## config.mk

```make
export PLATFORM = sky130hd
export DESIGN_NAME = ps_ureg_xfer_ctl
export DESIGN_NICKNAME = d
export VERILOG_FILES = /design/src/rtl/ps_ureg_xfer_ctl.sv
export SDC_FILE = /design/constraint.sdc
export NUM_CORES = 1
export LEC_CHECK = 0
export CORE_MARGIN = 2
export CORE_UTILIZATION = 36
export DETAILED_ROUTE_END_ITERATION = 7
export GPL_TIMING_DRIVEN = 0
export HOLD_SLACK_MARGIN = 0.08
export PLACE_DENSITY = 0.95
export SLEW_MARGIN = 20
export SYNTH_ARGS = -nofsm -noshare
export SYNTH_HDL_FRONTEND = slang
export SYNTH_SLANG_ARGS = --single-unit
```

## constraint.sdc

```tcl
create_clock -name clk -period 2.09 [get_ports clk]
set_clock_uncertainty 0.15 [all_clocks]
set_input_delay 0.3135 -clock clk [delete_from_list [all_inputs] [get_ports clk]]
set_output_delay 0.3135 -clock clk [all_outputs]
set_load 0.01 [all_outputs]
```

## src/rtl/ps_ureg_xfer_ctl.sv

```systemverilog
// Universal-register transfer controller: decodes ureg addresses from
// push/pop, immediate, DM-transfer and ureg-to-ureg instructions into
// RF / DAG / PS read ports (combinational) and write ports (through a
// WB_LAT-deep write-back pipe), with a read-after-write hazard stall.
//
// Ports:
//   clk, rst             clock, synchronous active-high reset
//   ps_pshstck ..        instruction strobes (push, pop, imm, dm, ureg xfer)
//   ps_dm_wrb            DM direction (1 = ureg to DM)
//   ps_ureg1_add/2_add   ureg addresses from decode
//   ps_*_rd_add          per-group read addresses (0 when group unselected)
//   ps_*_wrt_en/_add     per-group write ports from the last pipe stage
//   ps_hzd_stall         RAW hazard against an in-flight write
//   ps_ureg_err          sticky illegal ureg / illegal combination flag
module ps_ureg_xfer_ctl #(
   parameter int         WB_LAT  = 1,
   parameter logic [4:0] STK_ADD = 5'b00100
) (
   input  logic       clk,
   input  logic       rst,
   input  logic       ps_pshstck,
   input  logic       ps_popstck,
   input  logic       ps_imminst,
   input  logic       ps_dminst,
   input  logic       ps_dm_wrb,
   input  logic       ps_urgtrnsinst,
   input  logic [7:0] ps_ureg1_add,
   input  logic [7:0] ps_ureg2_add,
   output logic [3:0] ps_rf_dm_rd_add,
   output logic [4:0] ps_dg_rd_add,
   output logic [4:0] ps_rd_add,
   output logic       ps_rf_dm_wrt_en,
   output logic       ps_dg_wrt_en,
   output logic       ps_wrt_en,
   output logic [3:0] ps_rf_dm_wrt_add,
   output logic [4:0] ps_dg_wrt_add,
   output logic [4:0] ps_wrt_add,
   output logic       ps_hzd_stall,
   output logic       ps_ureg_err
);

   typedef enum logic [1:0] {
      G_NONE = 2'd0,
      G_RF   = 2'd1,
      G_DG   = 2'd2,
      G_PS   = 2'd3
   } grp_e;

   typedef struct packed {
      logic       vld;
      grp_e       grp;
      logic [4:0] add;
   } wb_ent_t;

   // vld=0 marks an undefined group code
   function automatic wb_ent_t dec_ureg(input logic [7:0] ua);
      wb_ent_t e;
      e = '0;
      case (ua[7:4])
         4'h0: begin
            e.vld = 1'b1;
            e.grp = G_RF;
            e.add = {1'b0, ua[3:0]};
         end
         4'h1, 4'h2: begin
            e.vld = 1'b1;
            e.grp = G_DG;
            e.add = ua[4:0];
         end
         4'h6, 4'h7: begin
            e.vld = 1'b1;
            e.grp = G_PS;
            e.add = ua[4:0];
         end
         default: e = '0;
      endcase
      return e;
   endfunction

   wb_ent_t u1_dec;
   wb_ent_t u2_dec;
   wb_ent_t rd_ent;
   wb_ent_t wr_req;
   wb_ent_t out_ent;
   wb_ent_t pipe_q [WB_LAT];
   wb_ent_t pipe_d [WB_LAT];
   logic    hzd;
   logic    any_inst;
   logic    err_q;
   logic    err_d;

   assign u1_dec = dec_ureg(ps_ureg1_add);
   assign u2_dec = dec_ureg(ps_ureg2_add);

   // read select, highest priority first
   always_comb begin
      rd_ent = '0;
      if (ps_pshstck || (ps_dminst && ps_dm_wrb)) begin
         rd_ent = u1_dec;
      end else if (ps_urgtrnsinst) begin
         rd_ent = u2_dec;
      end else if (ps_popstck) begin
         rd_ent = {1'b1, G_PS, STK_ADD};
      end
   end

   assign ps_rf_dm_rd_add = (rd_ent.grp == G_RF) ? rd_ent.add[3:0] : 4'h0;
   assign ps_dg_rd_add    = (rd_ent.grp == G_DG) ? rd_ent.add : 5'h00;
   assign ps_rd_add       = (rd_ent.grp == G_PS) ? rd_ent.add : 5'h00;

   // write request; pop outranks push so push+pop writes ureg1
   always_comb begin
      wr_req = '0;
      if (ps_popstck || ps_imminst || ps_urgtrnsinst ||
          (ps_dminst && !ps_dm_wrb)) begin
         wr_req = u1_dec;
      end else if (ps_pshstck) begin
         wr_req = {1'b1, G_PS, STK_ADD};
      end
   end

   // the output stage writes the bank at this edge, so it is skipped
   always_comb begin
      hzd = 1'b0;
      for (int i = 0; i < WB_LAT - 1; i++) begin
         if (rd_ent.vld && pipe_q[i].vld &&
             (pipe_q[i].grp == rd_ent.grp) &&
             (pipe_q[i].add == rd_ent.add)) begin
            hzd = 1'b1;
         end
      end
   end

   assign ps_hzd_stall = hzd;

   always_comb begin
      pipe_d[0] = hzd ? '0 : wr_req;
      for (int i = 1; i < WB_LAT; i++) begin
         pipe_d[i] = pipe_q[i-1];
      end
   end

   assign any_inst = ps_pshstck | ps_popstck | ps_imminst |
                     ps_dminst | ps_urgtrnsinst;

   always_comb begin
      err_d = err_q;
      if (any_inst && !u1_dec.vld) begin
         err_d = 1'b1;
      end
      if (ps_urgtrnsinst && !u2_dec.vld) begin
         err_d = 1'b1;
      end
      if (ps_pshstck && ps_popstck) begin
         err_d = 1'b1;
      end
   end

   always_ff @(posedge clk) begin
      if (rst) begin
         for (int i = 0; i < WB_LAT; i++) begin
            pipe_q[i] <= '0;
         end
         err_q <= 1'b0;
      end else begin
         for (int i = 0; i < WB_LAT; i++) begin
            pipe_q[i] <= pipe_d[i];
         end
         err_q <= err_d;
      end
   end

   assign ps_ureg_err = err_q;
   assign out_ent     = pipe_q[WB_LAT-1];

   assign ps_rf_dm_wrt_en = out_ent.vld && (out_ent.grp == G_RF);
   assign ps_dg_wrt_en    = out_ent.vld && (out_ent.grp == G_DG);
   assign ps_wrt_en       = out_ent.vld && (out_ent.grp == G_PS);

   assign ps_rf_dm_wrt_add = ps_rf_dm_wrt_en ? out_ent.add[3:0] : 4'h0;
   assign ps_dg_wrt_add    = ps_dg_wrt_en ? out_ent.add : 5'h00;
   assign ps_wrt_add       = ps_wrt_en ? out_ent.add : 5'h00;

endmodule

```

==> impl_metrics.toml, run 1 <==
[job]
cap_violations = 0

[die]
fp.dieH_um = 50.05
die_w_um = 50.05
die_area_um2 = 2505
num_rows = 16
pin_count = 57
core_um2 = 1982
initial_core_util_pct = 38.51

[clock_network]
clockRootBuffer = "clkbuf_4"
numClockSinks = 9
numCtsBuffers = 3
htree_levels = 1
cts_tree = "built"
clk_latency_ps = 260
cts_buffer_depth = 2
clk_pin_slew_ps = 60
ctsHoldBuffers = 0

[grt]
first_global_vias = 1020
use_met2_pct = 41.67
gr-usage-met1_pct = 23.05
grt_max_degree = 9
grt-busiest-layer = "met2"
grtUsageMet3_pct = 1.818
grt_pass1_wl_um = 4319
antenna_found_initial = 0
grt_overflow = 0
grtUsageTotal_pct = 22.38

[finish]
num_antenna_cells = 0
nets = 199
drive_gt1_share_pct = 25.29
area_growth_pct = 86.56
final_util_pct = 71.84

[synth]
synth_compound_area_share_pct = 20.16
netlist_area_um2 = 763.2
synth_seq_cells = 9
yosysWarnings = 0
synth-xor-area-share_pct = 3.443
synth_ff_type = "dfxtp_1"
synth_top_area_cell = "dfxtp_1"
synth_fa_ha_area_share_pct = 0
async_reset_ff_share_pct = 0
yosys.area_share.simple_pct = 48.36
synthTopCellsByCount = "nand2_1 (19), and2_1 (14), o22ai_1 (12)"
synth_cell_types = 26
synth-seq-area-share_pct = 23.61
synth.net_count = 137
synth_edf_count = 0
syn_area_per_cell_um2 = 6.754
post-synth-top-area-fraction_pct = 23.61
synth_area_leaders = "dfxtp_1 (24%), and2_1 (11%), o22ai_1 (9.8%)"
synth_top_family_by_area = "simple AND/OR/NAND/NOR gates"
synth.most_common_cell = "nand2_1"
syn_inst = 113
synth_mux_area_share_pct = 0

[critical_path]
ff2ff_path_depth = 4
critPathKind = "input port to output pin"
rrSetupSlack_ps = 1150
reg2reg_from = "ps_ureg_err"
start_kind = "input port"
cp-end-kind = "output pin"
crit_start = "ps_popstck"
crit_path_end = "ps_rd_add[0]"
arrival_ps = 1550
worstPathRequired_ps = 1630
critPathMaxFanout = 3
r2r_end = "ps_ureg_err"

[sta]
slew_viol_final = 0
clock.fmax_mhz = 495.9
hold_viol_final = 0
period_needed_ps = 2017
fin_crit_sh_pct = 96.49
rsz0062_at_grt = "false"
setup_violations = 0

[drt]
postRouteAntennaNets = 0
post_drt_wl_per_cell_um = 13.30
viasPerCell = 5.363
vias = 1078
drcViolationCount = 0
firstDrtPassIters = 5
drt_iter0_drc = 29
routed_wl_um = 2673

[hold_path]
hold_path_depth = 3
min_path_type = "input port to flop"

[placement]
gp_congestion = 0.8410
port_buffers = 53
hpwl_um = 2046

[power]
power_mw = 0.4756
irDropWorstVdd_mv = 0.1675
p_per_area_nw_per_um2 = 334.0
p_leak_nw = 0.5819

[status]
status = "complete, no violations"
[cell usage in the layout (no fill, tap or decap), drive strengths merged, types with 2 or more instances in the layout]
| master | netlist | final |
|---|---|---|
| a21oi | 7 | 7 |
| and2 | 14 | 14 |
| and3 | 3 | 3 |
| and3b | 2 | 2 |
| buf | 2 | 16 |
| clkbuf | 1 | 6 |
| clkdlybuf4s15 | 0 | 3 |
| clkdlybuf4s50 | 0 | 29 |
| dfxtp | 9 | 9 |
| dlygate4sd2 | 0 | 10 |
| inv | 3 | 3 |
| nand2 | 19 | 19 |
| nand2b | 2 | 2 |
| nand3 | 6 | 6 |
| nand3b | 3 | 3 |
| nor2 | 8 | 8 |
| nor2b | 4 | 4 |
| nor3 | 3 | 3 |
| nor4 | 2 | 2 |
| o21ai | 5 | 5 |
| o22ai | 12 | 12 |
| xor2 | 3 | 3 |
[layout make-up]
| type | count | area (um2) |
|---|---|---|
| repair buffers | 57 | 504.2 |
| plain buffers | 3 | 18.77 |
| inverters | 3 | 11.26 |
| multi-input cells | 98 | 649.4 |
| well taps | 27 | 33.78 |
| clock buffers | 4 | 26.28 |
| fillers | 164 | 558.0 |
| flip-flops and latches | 9 | 180.2 |
[logic make-up (layout without fill, tap and decap cells)]
| family | after synthesis | in the layout |
|---|---|---|
| xor gates and xnor gates | 3 | 3 |
| buffers and inverters | 6 | 67 |
| and+or+nand+nor | 68 | 68 |
| other | 1 | 1 |
| DFF | 9 | 9 |
| AOI/OAI and AO/OA | 26 | 26 |
[registers in the layout, indices dropped and copies added (netlist names)]
register	count
ps_ureg_err	1
pipe_q	8
[critical path: stages]
cell,delay [ps]
clkdlybuf4s50_1,500
nor2b_2,200
o21ai_2,110
o22ai_1,180
clkdlybuf4s15_2,240
[how the worst min path moves through the flow]
| stage | startpoint | endpoint | slack (ps) |
|---|---|---|---|
| 2_1_floorplan | rst | pipe_q[0][2] | 230 |
| 3_3_place_gp | ps_ureg_err | ps_ureg_err | 450 |
| 3_5_place_dp | ps_ureg_err | ps_ureg_err | 450 |
| 4_1_cts | ps_ureg1_add[5] | pipe_q[0][4] | 270 |
| 5_1_grt | ps_ureg1_add[4] | pipe_q[0][4] | 240 |
| 6_report | ps_ureg1_add[4] | pipe_q[0][4] | 220 |
[where the power goes]
part           total [mW]  internal [mW]  switching (mW)
sequential          0.185          0.180         0.00485
combinational       0.161         0.0786          0.0822
clock               0.130         0.0733          0.0564
total               0.476          0.332           0.143
[metrics by stage]
stage	setup TNS (ps)	hold WS, ps	setup WS [ps]	area [um2]	instances
2_1_floorplan	0	232.6	306.4	763.2	113
3_3_place_gp	-9151	446.1	-700.7	1328	193
3_5_place_dp	-9520	449.3	-809.7	1328	193
4_1_cts	0	267.3	0.8755	1420	201
5_1_grt	0	236.0	0.8640	1424	201
6_report	0	224.7	73.29	1424	201
[metal layers]
metal	vias up	wire length [um]
met1	479	953
met4	0	124
met2	65	1411
li1	520	-
met3	14	183
met5	-	0
[what timing repair did]
item,in CTS,in global routing
gates resized for setup,72,17
pin swaps,4,3
setup buffers,4,0
endpoints found under the hold margin,0,0
endpoints found under the setup margin,14,12
Power figures use the tool's default switching activity.
==> run 2: changes to the inputs <==
--- a/config.mk
+++ b/config.mk
@@ -5,8 +5,10 @@
 export SDC_FILE = /design/constraint.sdc
 export NUM_CORES = 1
 export LEC_CHECK = 0
+export ABC_AREA = 1
 export CORE_MARGIN = 2
-export CORE_UTILIZATION = 36
+export CORE_UTILIZATION = 38
+export CTS_CLUSTER_SIZE = 20
 export DETAILED_ROUTE_END_ITERATION = 7
 export GPL_TIMING_DRIVEN = 0
 export HOLD_SLACK_MARGIN = 0.08
==> run 2 against run 1 <==
The flow now finishes with violations (negative setup slack). Critical path depth is the same. Global-route usage is 4.4 points lower. Clock-buffer cell count unchanged. Design area up 9.6%. Setup slack got worse by 77 ps. Die area rose by 6.1%. Total power up 9.2%. Cell count rose by 21%. First-iteration DRC count rose by 24%. Fmax decreased by 3.7%. Via count up 5.8%. Critical path type is now flop to output pin. Largest cell class unchanged. Highest routed layer is now met3.
==> impl_metrics.toml, run 2 <==
[clock_network]
cts_tree = "built"
numCtsBuffers = 3
htree_levels = 1
clk_latency_ps = 260
numClockSinks = 9
clockRootBuffer = "clkbuf_4"
ctsHoldBuffers = 0
cts_buffer_depth = 2
clk_pin_slew_ps = 50

[synth]
synth_area_leaders = "dfxtp_1 (21%), nor2_1 (16%), nand2_1 (14%)"
yosys.area_share.simple_pct = 59.97
synth-xor-area-share_pct = 0
synth_edf_count = 0
synth.net_count = 175
synth.most_common_cell = "nor2_1"
async_reset_ff_share_pct = 0
synth_compound_area_share_pct = 3.348
yosysWarnings = 0
synth_mux_area_share_pct = 0
synthTopCellsByCount = "nor2_1 (36), nand2_1 (32), inv_1 (24)"
synth_seq_cells = 9
synth_ff_type = "dfxtp_1"
syn_inst = 151
synth_top_area_cell = "dfxtp_1"
synth_fa_ha_area_share_pct = 0
synth_top_family_by_area = "simple AND/OR/NAND/NOR gates"
post-synth-top-area-fraction_pct = 20.96
syn_area_per_cell_um2 = 5.693
synth-seq-area-share_pct = 20.96
netlist_area_um2 = 859.6
synth_cell_types = 22

[grt]
grt_max_degree = 10
gr-usage-met1_pct = 18.78
grt_pass1_wl_um = 3739
use_met2_pct = 36.54
grt-busiest-layer = "met2"
grtUsageTotal_pct = 17.99
first_global_vias = 956
grt_overflow = 0
antenna_found_initial = 0
grtUsageMet3_pct = 2.299

[finish]
finish.instance_area_um2 = 1560
final_common_cell = "nor2_1"
seq_area_um2 = 180.2
drive_gt1_share_pct = 29.17
area_growth_pct = 81.51
num_antenna_cells = 0
largest_register_ffs = 8
multiInputGateArea_um2 = 608.1
nets = 241
final_cell_mix = "nor2_1 (34), nand2_1 (27), inv_1 (21), clkdlybuf4s50_1 (21), dlymetal6s2s_1 (18)"
fillCellCount = 166
regMostFlops = "pipe_q"

[drt]
postRouteAntennaNets = 0
viasPerCell = 4.672
vias = 1140
routed_wl_um = 2539
drt_iter0_drc = 36
firstDrtPassIters = 4
post_drt_wl_per_cell_um = 10.41
drcViolationCount = 0

[job]
cap_violations = 0

[placement]
placed_cell_area_um2 = 1435
hpwl_um = 1882
gp_congestion = 0.8304
port_buffers = 54

[sta]
slew_viol_final = 0
worst_slack_ps = -3.421
clock.fmax_mhz = 477.7
setup_violations = 1
period_needed_ps = 2093
rsz0062_at_grt = "true"
fin_crit_sh_pct = 100.2
hold_viol_final = 0
setup_tns_ps = -3.421

[critical_path]
start_kind = "flop"
arrival_ps = 1630
critPathMaxFanout = 4
worstPathRequired_ps = 1630
critPathKind = "flop to output pin"
cp-end-kind = "output pin"

[die]
core_um2 = 2170
die_w_um = 51.56
die_area_um2 = 2658
fp.dieH_um = 51.56
initial_core_util_pct = 39.62
num_rows = 17
pin_count = 57

[power]
p_per_area_nw_per_um2 = 332.8
p_leak_nw = 0.9464
power_mw = 0.5193
irDropWorstVdd_mv = 0.2137

[status]
violations = "negative setup slack"
status = "finished with violations"

[hold_path]
min_path_type = "input port to flop"
## run 2: cell types whose count changed in the layout (fill, tap and decap cells not counted), sizes merged, moves of 8 or more
cell	before	now
and2	14	0
clkdlybuf4s50	29	21
dlygate4sd2	10	1
dlymetal6s2s	0	18
inv	3	30
nand2	19	42
nor2	8	41
o22ai	12	0
## run 2: cells by family (layout without fill, tap and decap cells)
family	count (synthesis)	in the layout
simple gates	105	105
buf+inv	32	97
flops	9	9
compound gates	4	4
other cells	1	1
## run 2: final cells by class
cell class / count / share of cell area, %
multi-input cells: 110 / 38.97
repair buffers: 61 / 37.13
flip-flops and latches: 9 / 11.55
inverters: 30 / 7.217
well taps: 28 / 2.245
clock buffers: 4 / 1.684
plain buffers: 2 / 1.203
## run 2: routing by layer
metal  wire, um  share of wire, %  vias to the layer above
met5          0                 0                        -
li1           -                 -                      584
met4          0                 0                        0
met3        215               8.5                        0
met1        961                38                      501
met2       1362                54                       55
## run 2: stage by stage
step | utilization [%] | hold slack [ps] | setup WS [ps] | cells
after floorplan | - | 232.9 | 570.1 | 151
after global placement | 66.15 | 402.4 | -422.2 | 233
after detailed placement | 66.15 | 411.2 | -453.9 | 233
after CTS | 67.07 | 246.7 | -2.342 | 240
after global routing | 71.91 | 265.9 | -97.55 | 244
final | 71.91 | 249.8 | -3.421 | 244
## run 2: worst paths after layout
path | start | endpoint | slack, ps | depth (start not counted)
setup reg to reg | ps_ureg_err | ps_ureg_err | 1280 | 2
setup / recovery | pipe_q[0][5] | ps_rf_dm_wrt_add[1] | -3 | 5
hold reg to reg | ps_ureg_err | ps_ureg_err | 420 | 2
hold / removal | ps_ureg1_add[4] | pipe_q[0][4] | 250 | 3
## run 2: timing repair
| action | CTS | global route |
|---|---|---|
| gates resized for setup | 67 | 26 |
| endpoints found under the setup margin | 28 | 27 |
| pin swaps | 5 | 11 |
| buffers inserted | 3 | 4 |
## run 2: critical path, stage by stage (launching register included)
cell,delay [ps]
dfxtp_1,350
inv_1,80
nor3_2,240
inv_2,80
nor2_1,100
clkdlybuf4s50_1,540
## run 2: report_power, final
part           switching, mW  internal, mW  total (mW)  leakage [nW]
registers            0.00353         0.180       0.184        0.0738
clock network         0.0549        0.0732       0.128        0.0150
logic                  0.113        0.0947       0.207         0.858
total                  0.171         0.348       0.519         0.946
